### config.mk
export PLATFORM = sky130hd
export DESIGN_NAME = mul_iter
export DESIGN_NICKNAME = d
export VERILOG_FILES = /design/src/rtl/mul_pkg.sv /design/src/rtl/mul_radix_step.sv /design/src/rtl/mul_iter.sv
export SDC_FILE = /design/constraint.sdc
export NUM_CORES = 1
export LEC_CHECK = 0
export ABC_AREA = 1
export CAP_MARGIN = 0
export CORE_UTILIZATION = 35
export CTS_CLUSTER_DIAMETER = 120
export CTS_CLUSTER_SIZE = 14
export DETAILED_ROUTE_END_ITERATION = 12
export GPL_ROUTABILITY_DRIVEN = 0
export PLACE_DENSITY = 0.54
export SYNTH_ARGS = -nofsm -noshare
export SYNTH_HDL_FRONTEND = slang
export SYNTH_SLANG_ARGS = --single-unit
### constraint.sdc
create_clock -name clk -period 14.96 [get_ports clk]
set_input_delay 2.992 -clock clk [delete_from_list [all_inputs] [get_ports clk]]
set_output_delay 2.992 -clock clk [all_outputs]
set_load 0.01 [all_outputs]
### src/rtl/mul_pkg.sv
// Shared types for the iterative multiplier: opcode and FSM state enums plus
// operand-signedness helpers.
package mul_pkg;

  typedef enum logic [1:0] {
    OP_MUL    = 2'b00,
    OP_MULH   = 2'b01,
    OP_MULHSU = 2'b10,
    OP_MULHU  = 2'b11
  } mul_op_e;

  typedef enum logic [1:0] {
    ST_IDLE = 2'b00,
    ST_BUSY = 2'b01,
    ST_DONE = 2'b10
  } mul_state_e;

  // Multiplicand is signed for every opcode except MULHU.
  function automatic logic op1_is_signed(mul_op_e op);
    return op != OP_MULHU;
  endfunction

  // Multiplier is signed only for MUL and MULH.
  function automatic logic op2_is_signed(mul_op_e op);
    return (op == OP_MUL) || (op == OP_MULH);
  endfunction

endpackage

### src/rtl/mul_radix_step.sv
// One partial-product step: adds op1 magnitude times a RADIX_BITS-wide digit,
// shifted to the digit position, into the double-width accumulator.
module mul_radix_step #(
  parameter int XLEN       = 32,
  parameter int RADIX_BITS = 2,
  parameter int PW         = 5
) (
  input  logic [2*XLEN-1:0]     acc_i,
  input  logic [XLEN-1:0]       mag1_i,
  input  logic [RADIX_BITS-1:0] digit_i,
  input  logic [PW-1:0]         pos_i,
  output logic [2*XLEN-1:0]     acc_o
);

  logic [2*XLEN-1:0] pp;

  always_comb begin
    pp    = {{XLEN{1'b0}}, mag1_i} * {{(2*XLEN-RADIX_BITS){1'b0}}, digit_i};
    acc_o = acc_i + (pp << (int'(pos_i) * RADIX_BITS));
  end

endmodule

### src/rtl/mul_iter.sv
// Iterative RISC-V style multiplier (MUL/MULH/MULHSU/MULHU), RADIX_BITS bits per cycle.
// Optional feature macro: MUL_ITER_ZERO_BYPASS_EN (zero operand skips the BUSY phase).
module mul_iter
  import mul_pkg::*;
#(
  parameter int XLEN       = 32,
  parameter int RADIX_BITS = 2
) (
  input  logic            clk,
  input  logic            rst_b,
  input  logic            in_valid,
  output logic            in_ready,
  input  logic [1:0]      opcode,
  input  logic [XLEN-1:0] op1,
  input  logic [XLEN-1:0] op2,
  input  logic            kill,
  output logic            out_valid,
  input  logic            out_ready,
  output logic [XLEN-1:0] result,
  output mul_state_e      dbg_state
);

  localparam int N  = XLEN / RADIX_BITS;
  localparam int CW = $clog2(N) + 1;

  // Handshake: a transfer occurs on a rising edge where valid && ready.
  // in_ready is high only in IDLE, out_valid only in DONE; result is held
  // until it is taken or the operation is killed. kill/reset win over both.

  mul_state_e            state_q, state_d;
  mul_op_e               op_q, op_d;
  logic [XLEN-1:0]       mag1_q, mag1_d;
  logic [XLEN-1:0]       mag2_q, mag2_d;
  logic                  neg_q, neg_d;
  logic [CW-1:0]         step_q, step_d;
  logic [2*XLEN-1:0]     acc_q, acc_d;
  logic [2*XLEN-1:0]     prod_q, prod_d;

  mul_op_e               op_in;
  logic                  sign1, sign2, accept;
  logic [RADIX_BITS-1:0] digit;
  logic [2*XLEN-1:0]     acc_next;

  assign op_in = mul_op_e'(opcode);
  assign digit = RADIX_BITS'(mag2_q >> (int'(step_q) * RADIX_BITS));

  mul_radix_step #(
    .XLEN       (XLEN),
    .RADIX_BITS (RADIX_BITS),
    .PW         (CW)
  ) u_step (
    .acc_i   (acc_q),
    .mag1_i  (mag1_q),
    .digit_i (digit),
    .pos_i   (step_q),
    .acc_o   (acc_next)
  );

  always_comb begin
    state_d   = state_q;
    op_d      = op_q;
    mag1_d    = mag1_q;
    mag2_d    = mag2_q;
    neg_d     = neg_q;
    step_d    = step_q;
    acc_d     = acc_q;
    prod_d    = prod_q;
    in_ready  = (state_q == ST_IDLE);
    out_valid = (state_q == ST_DONE);
    accept    = in_valid && in_ready && !kill;
    sign1     = op1_is_signed(op_in) && op1[XLEN-1];
    sign2     = op2_is_signed(op_in) && op2[XLEN-1];

    case (state_q)
      ST_IDLE: begin
        if (accept) begin
          op_d    = op_in;
          mag1_d  = sign1 ? -op1 : op1;
          mag2_d  = sign2 ? -op2 : op2;
          neg_d   = sign1 ^ sign2;
          step_d  = '0;
          acc_d   = '0;
          state_d = ST_BUSY;
`ifdef MUL_ITER_ZERO_BYPASS_EN
          if ((op1 == '0) || (op2 == '0)) begin
            prod_d  = '0;
            state_d = ST_DONE;
          end
`endif
        end
      end
      ST_BUSY: begin
        if (kill) begin
          state_d = ST_IDLE;
        end else begin
          acc_d  = acc_next;
          step_d = step_q + CW'(1);
          if (step_q == CW'(N - 1)) begin
            prod_d  = neg_q ? -acc_next : acc_next;
            state_d = ST_DONE;
          end
        end
      end
      ST_DONE: begin
        if (kill || out_ready) state_d = ST_IDLE;
      end
      default: state_d = ST_IDLE;
    endcase
  end

  always_ff @(posedge clk) begin
    if (rst_b) begin
      state_q <= ST_IDLE;
      op_q    <= OP_MUL;
      mag1_q  <= '0;
      mag2_q  <= '0;
      neg_q   <= 1'b0;
      step_q  <= '0;
      acc_q   <= '0;
      prod_q  <= '0;
    end else begin
      state_q <= state_d;
      op_q    <= op_d;
      mag1_q  <= mag1_d;
      mag2_q  <= mag2_d;
      neg_q   <= neg_d;
      step_q  <= step_d;
      acc_q   <= acc_d;
      prod_q  <= prod_d;
    end
  end

  assign result    = (op_q == OP_MUL) ? prod_q[XLEN-1:0] : prod_q[2*XLEN-1:XLEN];
  assign dbg_state = state_q;

endmodule

==> results.cfg <==
[run_status]
status = complete, no violations

[synthesis]
synth_edf_count = 0
synth_cells = 4043
yosys_warnings = 0
syn_area_mm2 = 0.0219
synth-seq-cells = 202
synth_ff_type = dfxtp_1
syn_nets = 4215
ys_types = 56
synthArstFlopShare_pct = 0
syn-mean-instance-area_um2 = 5.41
ys_seq_area_share_pct = 18.5

[detailed_routing]
antenna_left = 0
drtIter0Drc = 2679
drt_wl_total_um = 90200
vias_per_cell = 5.23
vias = 25569
dr.pass1.iters = 6
wire_per_inst_um = 18.4
drc = 0

[sta]
fin_setup_tns_ns = 0
slew_viol_final = 0
period_needed_ns = 8.93
rsz0062_at_grt = false
tightest_slew_ns = 0.969
final-hold-violation-count = 0
post-route-period-util_pct = 59.7
whs_ns = 0.473
max_freq_mhz = 112
relSlewSlack_pct = 35.3
finClkSkew_ns = 0.0309
setup_viol_count_final = 0

[floorplan]
placementRows = 91
initial_core_util_pct = 35.5
io_pins = 107
die_w_um = 252
die_area_mm2 = 0.0635
die_h_um = 252
design.core.area_mm2 = 0.0617

[place]
hpwl_um = 73600
placed_cell_area_mm2 = 0.0237
io_buffers = 106
dpl.cell_count = 4871

[cells_and_area]
n_fill_cell = 7108
final_cells = 4892
final_common_cell = nand2_1
utilization_pct = 39.1
diodes = 0
stdcell_area_mm2 = 0.0241
nNetsFinal = 4226
synthToLayoutAreaGrowth_pct = 10.3
layout-drive-gt1-share_pct = 3.28
final_cell_mix = nand2_1, inv_1, nor2_1

[global_route]
grt_overflow = 0
grt_pass1_vias = 23268
grt_max_degree = 91
grt_use_total_pct = 28.1
antenna_found_initial = 0
grt_pass1_wl_um = 138000

[clock_tree]
clock_sinks = 202
clk_latency_ns = 0.54
numCtsBuffers = 18
cts_setup_buffers = 0
htree_num_levels = 1
cts_buffer_depth = 3
clk_root_buffer_cell = clkbuf_16
path_clk_slew_ns = 0.08
tritoncts = yes
ctsResizeCount = 0
cts_hold_buffers = 0

[setup_path]
ff2ff_path_depth = 46
r2r-start = step_q[0]$_SDFFE_PP0P_
required_ns = 15.41
crit_path_end_kind = register
start_kind = register
path_class = register to register
r2r_end = prod_q[56]$_SDFFE_PP0P_
cp.arrival_ns = 9.37
crit_slowest_cell = nor3_1
crit_path_max_fanout = 56
rrSetupSlack_ns = 6.03
max_stage_delay_ns = 0.50
crit_path_frequent_cell = nand2_1

[worst_hold_path]
hold_path_end = acc_q[61]$_SDFFE_PP0P_
hp-class = register to register
min-delay-start = acc_q[61]$_SDFFE_PP0P_
holdPathStages = 2

[power_and_ir_drop]
p_leak_uw = 0.0125
p_per_area_mw_per_mm2 = 56.6
ir_worst_vdd_mv = 0.0812

[flow_run]
cap_violations = 0
routing by layer:
| metal | routed length, um | vias up | GRT usage [%] |
|---|---|---|---|
| met5 | 0 | - | 0 |
| met1 | 42800 | 11639 | 41.4 |
| met2 | 36400 | 975 | 41.3 |
| met4 | 3480 | 0 | 10.1 |
| met3 | 7550 | 132 | 3.37 |
| li1 | - | 12823 | - |
cell usage after synthesis, types with 2 or more instances:
cell type,instances,area share [%]
inv_2,12,0.21
nand4_1,56,1.6
ha_1,99,5.7
dfxtp_1,202,18
nor2_2,14,0.40
clkinv_1,3,0.051
or2_2,19,0.54
o31ai_1,5,0.17
mux2_2,9,0.46
mux2i_1,2,0.091
o21bai_1,11,0.38
buf_1,28,0.48
nor4_1,5,0.14
nand3_2,8,0.37
buf_2,8,0.18
buf_4,3,0.10
nand2_2,10,0.29
a31oi_1,10,0.29
xnor2_1,25,1.0
nand2_1,1307,22
o41ai_1,2,0.080
o21ai_0,255,5.8
nor2_1,449,7.7
nor2_4,4,0.21
clkbuf_1,98,1.7
a21oi_1,277,6.3
nor3_1,41,0.94
o21ai_1,9,0.21
o211ai_1,18,0.62
nand3_1,281,6.4
o21a_1,3,0.10
a21o_1,4,0.14
xor2_1,77,3.1
and3_1,2,0.057
o221ai_1,24,0.96
a221oi_1,3,0.12
and2_1,3,0.086
nand3b_1,14,0.48
inv_1,619,11
o22ai_1,7,0.20
fa_1,2,0.18
cell type report:
type / count / area (um2) / share of cell area [%]
sequential: 202 / 4050 / 16.8
clock inverter: 1 / 8.76 / 0.0363
timing repair buffer: 128 / 1220 / 5.07
inverter: 635 / 2380 / 9.88
tap: 837 / 1050 / 4.34
multi-input combinational: 3069 / 14900 / 61.9
clock buffer: 20 / 479 / 1.99
report_power, final:
part | switching, uW | total (uW) | leakage [uW] | internal, uW
combinational | 246 | 354 | 0.0106 | 108
clock | 226 | 452 | 0.000240 | 226
sequential | 7.95 | 559 | 0.00164 | 551
total | 480 | 1370 | 0.0125 | 885
worst max-delay path by stage:
stage	cells past startpoint	slack (ns)	start	end
2_1_floorplan	51	8.88	step_q[0]$_SDFFE_PP0P_	prod_q[46]$_SDFFE_PP0P_
3_3_place_gp	46	6.15	step_q[0]$_SDFFE_PP0P_	prod_q[56]$_SDFFE_PP0P_
3_5_place_dp	46	6.29	step_q[0]$_SDFFE_PP0P_	prod_q[56]$_SDFFE_PP0P_
4_1_cts	46	6.28	step_q[0]$_SDFFE_PP0P_	prod_q[56]$_SDFFE_PP0P_
5_1_grt	46	5.27	step_q[0]$_SDFFE_PP0P_	prod_q[62]$_SDFFE_PP0P_
6_report	46	6.03	step_q[0]$_SDFFE_PP0P_	prod_q[56]$_SDFFE_PP0P_
worst max-delay path, delay by kind of cell (launching register included):
family | cells | cell delay (ns)
AND/OR/NAND/NOR | 24 | 3.60
AO/OA/AOI/OAI | 10 | 2.00
flip-flops | 1 | 0.31
XOR/XNOR | 1 | 0.35
adder cells (fa/ha/maj) | 3 | 0.97
buffers and inverters | 8 | 1.59
registers in the layout, summed over array words and instances (netlist names):
signal	flops
mag2_q	32
dbg_state	2
prod_q	64
step_q	5
op_q	2
acc_q	64
mag1_q	32
neg_q	1
kinds of logic after synthesis:
kind of cell	count (synthesis)	synth area share, %
flops	202	18.5
compound gates	636	15.7
xor+xnor	103	4.16
buf+inv	772	13.3
fa+ha+maj	101	5.84
mux	11	0.555
simple gates	2218	41.9
through the flow:
step | setup slack [ns] | power [uW]
after global placement | 6.15 | 920
after global routing | 5.27 | 1430
after CTS | 6.28 | 1370
after floorplan | 8.88 | 798
after detailed placement | 6.29 | 919
final | 6.03 | 1370
(Power assumes the default switching activity.)
==> RTL change, RTL diff (same flow settings) <==
The option `MUL_ITER_ZERO_BYPASS_EN` is turned on by a define.
--- a/src/rtl/mul_iter.sv
+++ b/src/rtl/mul_iter.sv
@@ -1,5 +1,7 @@
 // Iterative RISC-V style multiplier (MUL/MULH/MULHSU/MULHU), RADIX_BITS bits per cycle.
 // Optional feature macro: MUL_ITER_ZERO_BYPASS_EN (zero operand skips the BUSY phase).
+`define MUL_ITER_ZERO_BYPASS_EN
+
 module mul_iter
   import mul_pkg::*;
 #(
Behaviour: not the same (a bounded check fails within 4 cycles, from zero or initial values and one cycle with rst_b high).
==> RTL change against the original RTL <==
Via count fell by 2.6%; non-clock buffer count up 3; sequential share of layout area shrank 0.22 points; critical path depth grew 1; clock skew is 0.028 ns higher; setup slack better by 0.13 ns; routed wire length down 2.9%; final area is 1.4% higher; synthesized area rose by 1.2%; sequential cell count stayed put.
Power is not compared: it rests on default switching activity, and its combinational part moved more than twofold at a synthesized area within 25%.
==> RTL change: results (changes against the original RTL) <==
grt_max_degree: 84  # -7.7%
cts_resized: 0  # unchanged
grt_use_total: 0.2679  # -0.01280
ir_drop_v: 0.00007257
synth_warnings: 0  # unchanged
synth_fa_ha_area_frac: 0.05775  # -0.0006868
finClkSkew_ns: 0.05858  # +0.02768 ns
tightest_slew_ns: 1.084  # +0.1151 ns
async_flop_share: 0  # unchanged
synth_xor_area_frac: 0.04063  # -0.0009406
ctsRootBufferMaster: "clkbuf_16"
post-cts-setup-buffers: 0  # unchanged
first_global_vias: 23220  # -0.22%
power.leakage_nw: 12.60
yosys-top-cells-count: "nand2_1 (1370), inv_1 (609), nor2_1 (420)"
cpMaxStageDelayCell: "inv_1"
dp_hpwl_mm: 72.31  # -1.7%
clockBufferDepth: 3  # unchanged
dpl_cell_area_um2: 23950  # +1.3%
drt_iter0_drc: 2249  # -16%
fin_hold_ws_ns: 0.4621  # -0.01052 ns
muxShareOfSynthArea: 0.01667  # +0.01112
reg_top3: "acc_q: 64 flops, prod_q: 64 flops"
ys.flop_type: "dfxtp_1"
syn_nets: 4222  # +0.17%
cp_max_fo: 37  # -34%
yosysUniqueCellTypes: 56  # unchanged
cts_made_buffers: 19  # +1
drive_above_1_share: 0.04667  # +0.01387
status: "completed"
num_vias: 24910  # -2.6%
antenna_found_initial: 1  # +1
antenna_cells: 0  # unchanged
clock_latency_ns: 0.56  # +0.02 ns
wl_per_cell_um: 17.84  # -3.2%
clk_pin_slew_worst_paths_ns: 0.07
grt_pass1_wl_mm: 132.6  # -4.1%
port_buffers: 106  # unchanged
hold_violations: 0  # unchanged
fin_crit_sh: 0.5878  # -0.008945
critical-path-max-stage-delay_ns: 0.75  # +0.25 ns
seq_area_frac_synth: 0.1826  # -0.002172
place_ws_ns: 6.227  # -0.05845 ns
synth_area_leaders: "nand2_1 (23%), dfxtp_1 (18%), inv_1 (10%)"
hold_path.class: "reg -> reg"
h-tree-depth: 1  # unchanged
cp.arrival_ns: 9.15  # -0.22 ns
drtPass1Iterations: 7  # +1
synth_compound_area_frac: 0.1347  # -0.02276
==> RTL change: changes by cell type after synthesis, sizes merged, moves of 5 or more <==
| cell | before | now |
|---|---|---|
| mux2 | 9 | 31 |
| nor3 | 42 | 53 |
| a21oi | 277 | 263 |
| nand3 | 290 | 298 |
| xnor2 | 26 | 31 |
| o21ai | 264 | 192 |
| nand2 | 1317 | 1392 |
| o22ai | 7 | 13 |
| inv | 631 | 613 |
| xor2 | 77 | 70 |
| nor2 | 467 | 455 |
| and2 | 3 | 8 |
==> RTL change: final cells by class <==
type,instances,area (um2)
clock buffers,20,489.2
clock inverters,2,27.53
fillers,7113,37590
inverters,617,2316
multi-input cells,3099,15290
flip-flops and latches,202,4049
well taps,837,1047
repair buffers,131,1246
==> RTL change: final timing paths <==
path / from / to / cells past startpoint
max: step_q[0]$_SDFFE_PP0P_ / prod_q[63]$_SDFFE_PP0P_ / 47
min: prod_q[48]$_SDFFE_PP0P_ / prod_q[48]$_SDFFE_PP0P_ / 2
max reg2reg: step_q[0]$_SDFFE_PP0P_ / prod_q[63]$_SDFFE_PP0P_ / 47
min reg2reg: prod_q[48]$_SDFFE_PP0P_ / prod_q[48]$_SDFFE_PP0P_ / 2
==> RTL change: kinds of logic after synthesis <==
family | after synthesis
simple gates | 2316
buf+inv | 749
compound gates | 548
flops | 202
xor+xnor | 101
fa+ha+maj | 101
mux | 33
==> RTL change: where the power goes <==
part | internal [mW] | switching [mW] | total, mW
registers | 0.571 | 0.0229 | 0.593
logic | 0.299 | 0.748 | 1.05
clock network | 0.234 | 0.235 | 0.469
total | 1.10 | 1.01 | 2.11
==> RTL change: critical path, delay by kind of cell, from the launching register on <==
family          cells  cell delay (ns)
fa+ha+maj           2             0.77
flops               1             0.52
compound gates     11             1.75
buf+inv             7             1.73
xor+xnor            2             0.64
simple gates       25             3.20
==> RTL change: per-stage QoR <==
step,std cells,power (mW)
floorplan,4050,1.297
global placement,4886,1.633
detailed placement,4886,1.627
CTS,4908,2.100
global route,4908,2.234
finish,4908,2.110
==> RTL change: per-layer routing <==
layer | GRT usage | wire (um) | up-vias
li1 | - | - | 12830
met1 | 0.3421 | 38170 | 11180
met2 | 0.4491 | 40210 | 738
met3 | 0.02110 | 4093 | 161
met4 | 0.1394 | 5083 | 2
met5 | 0 | 13 | -
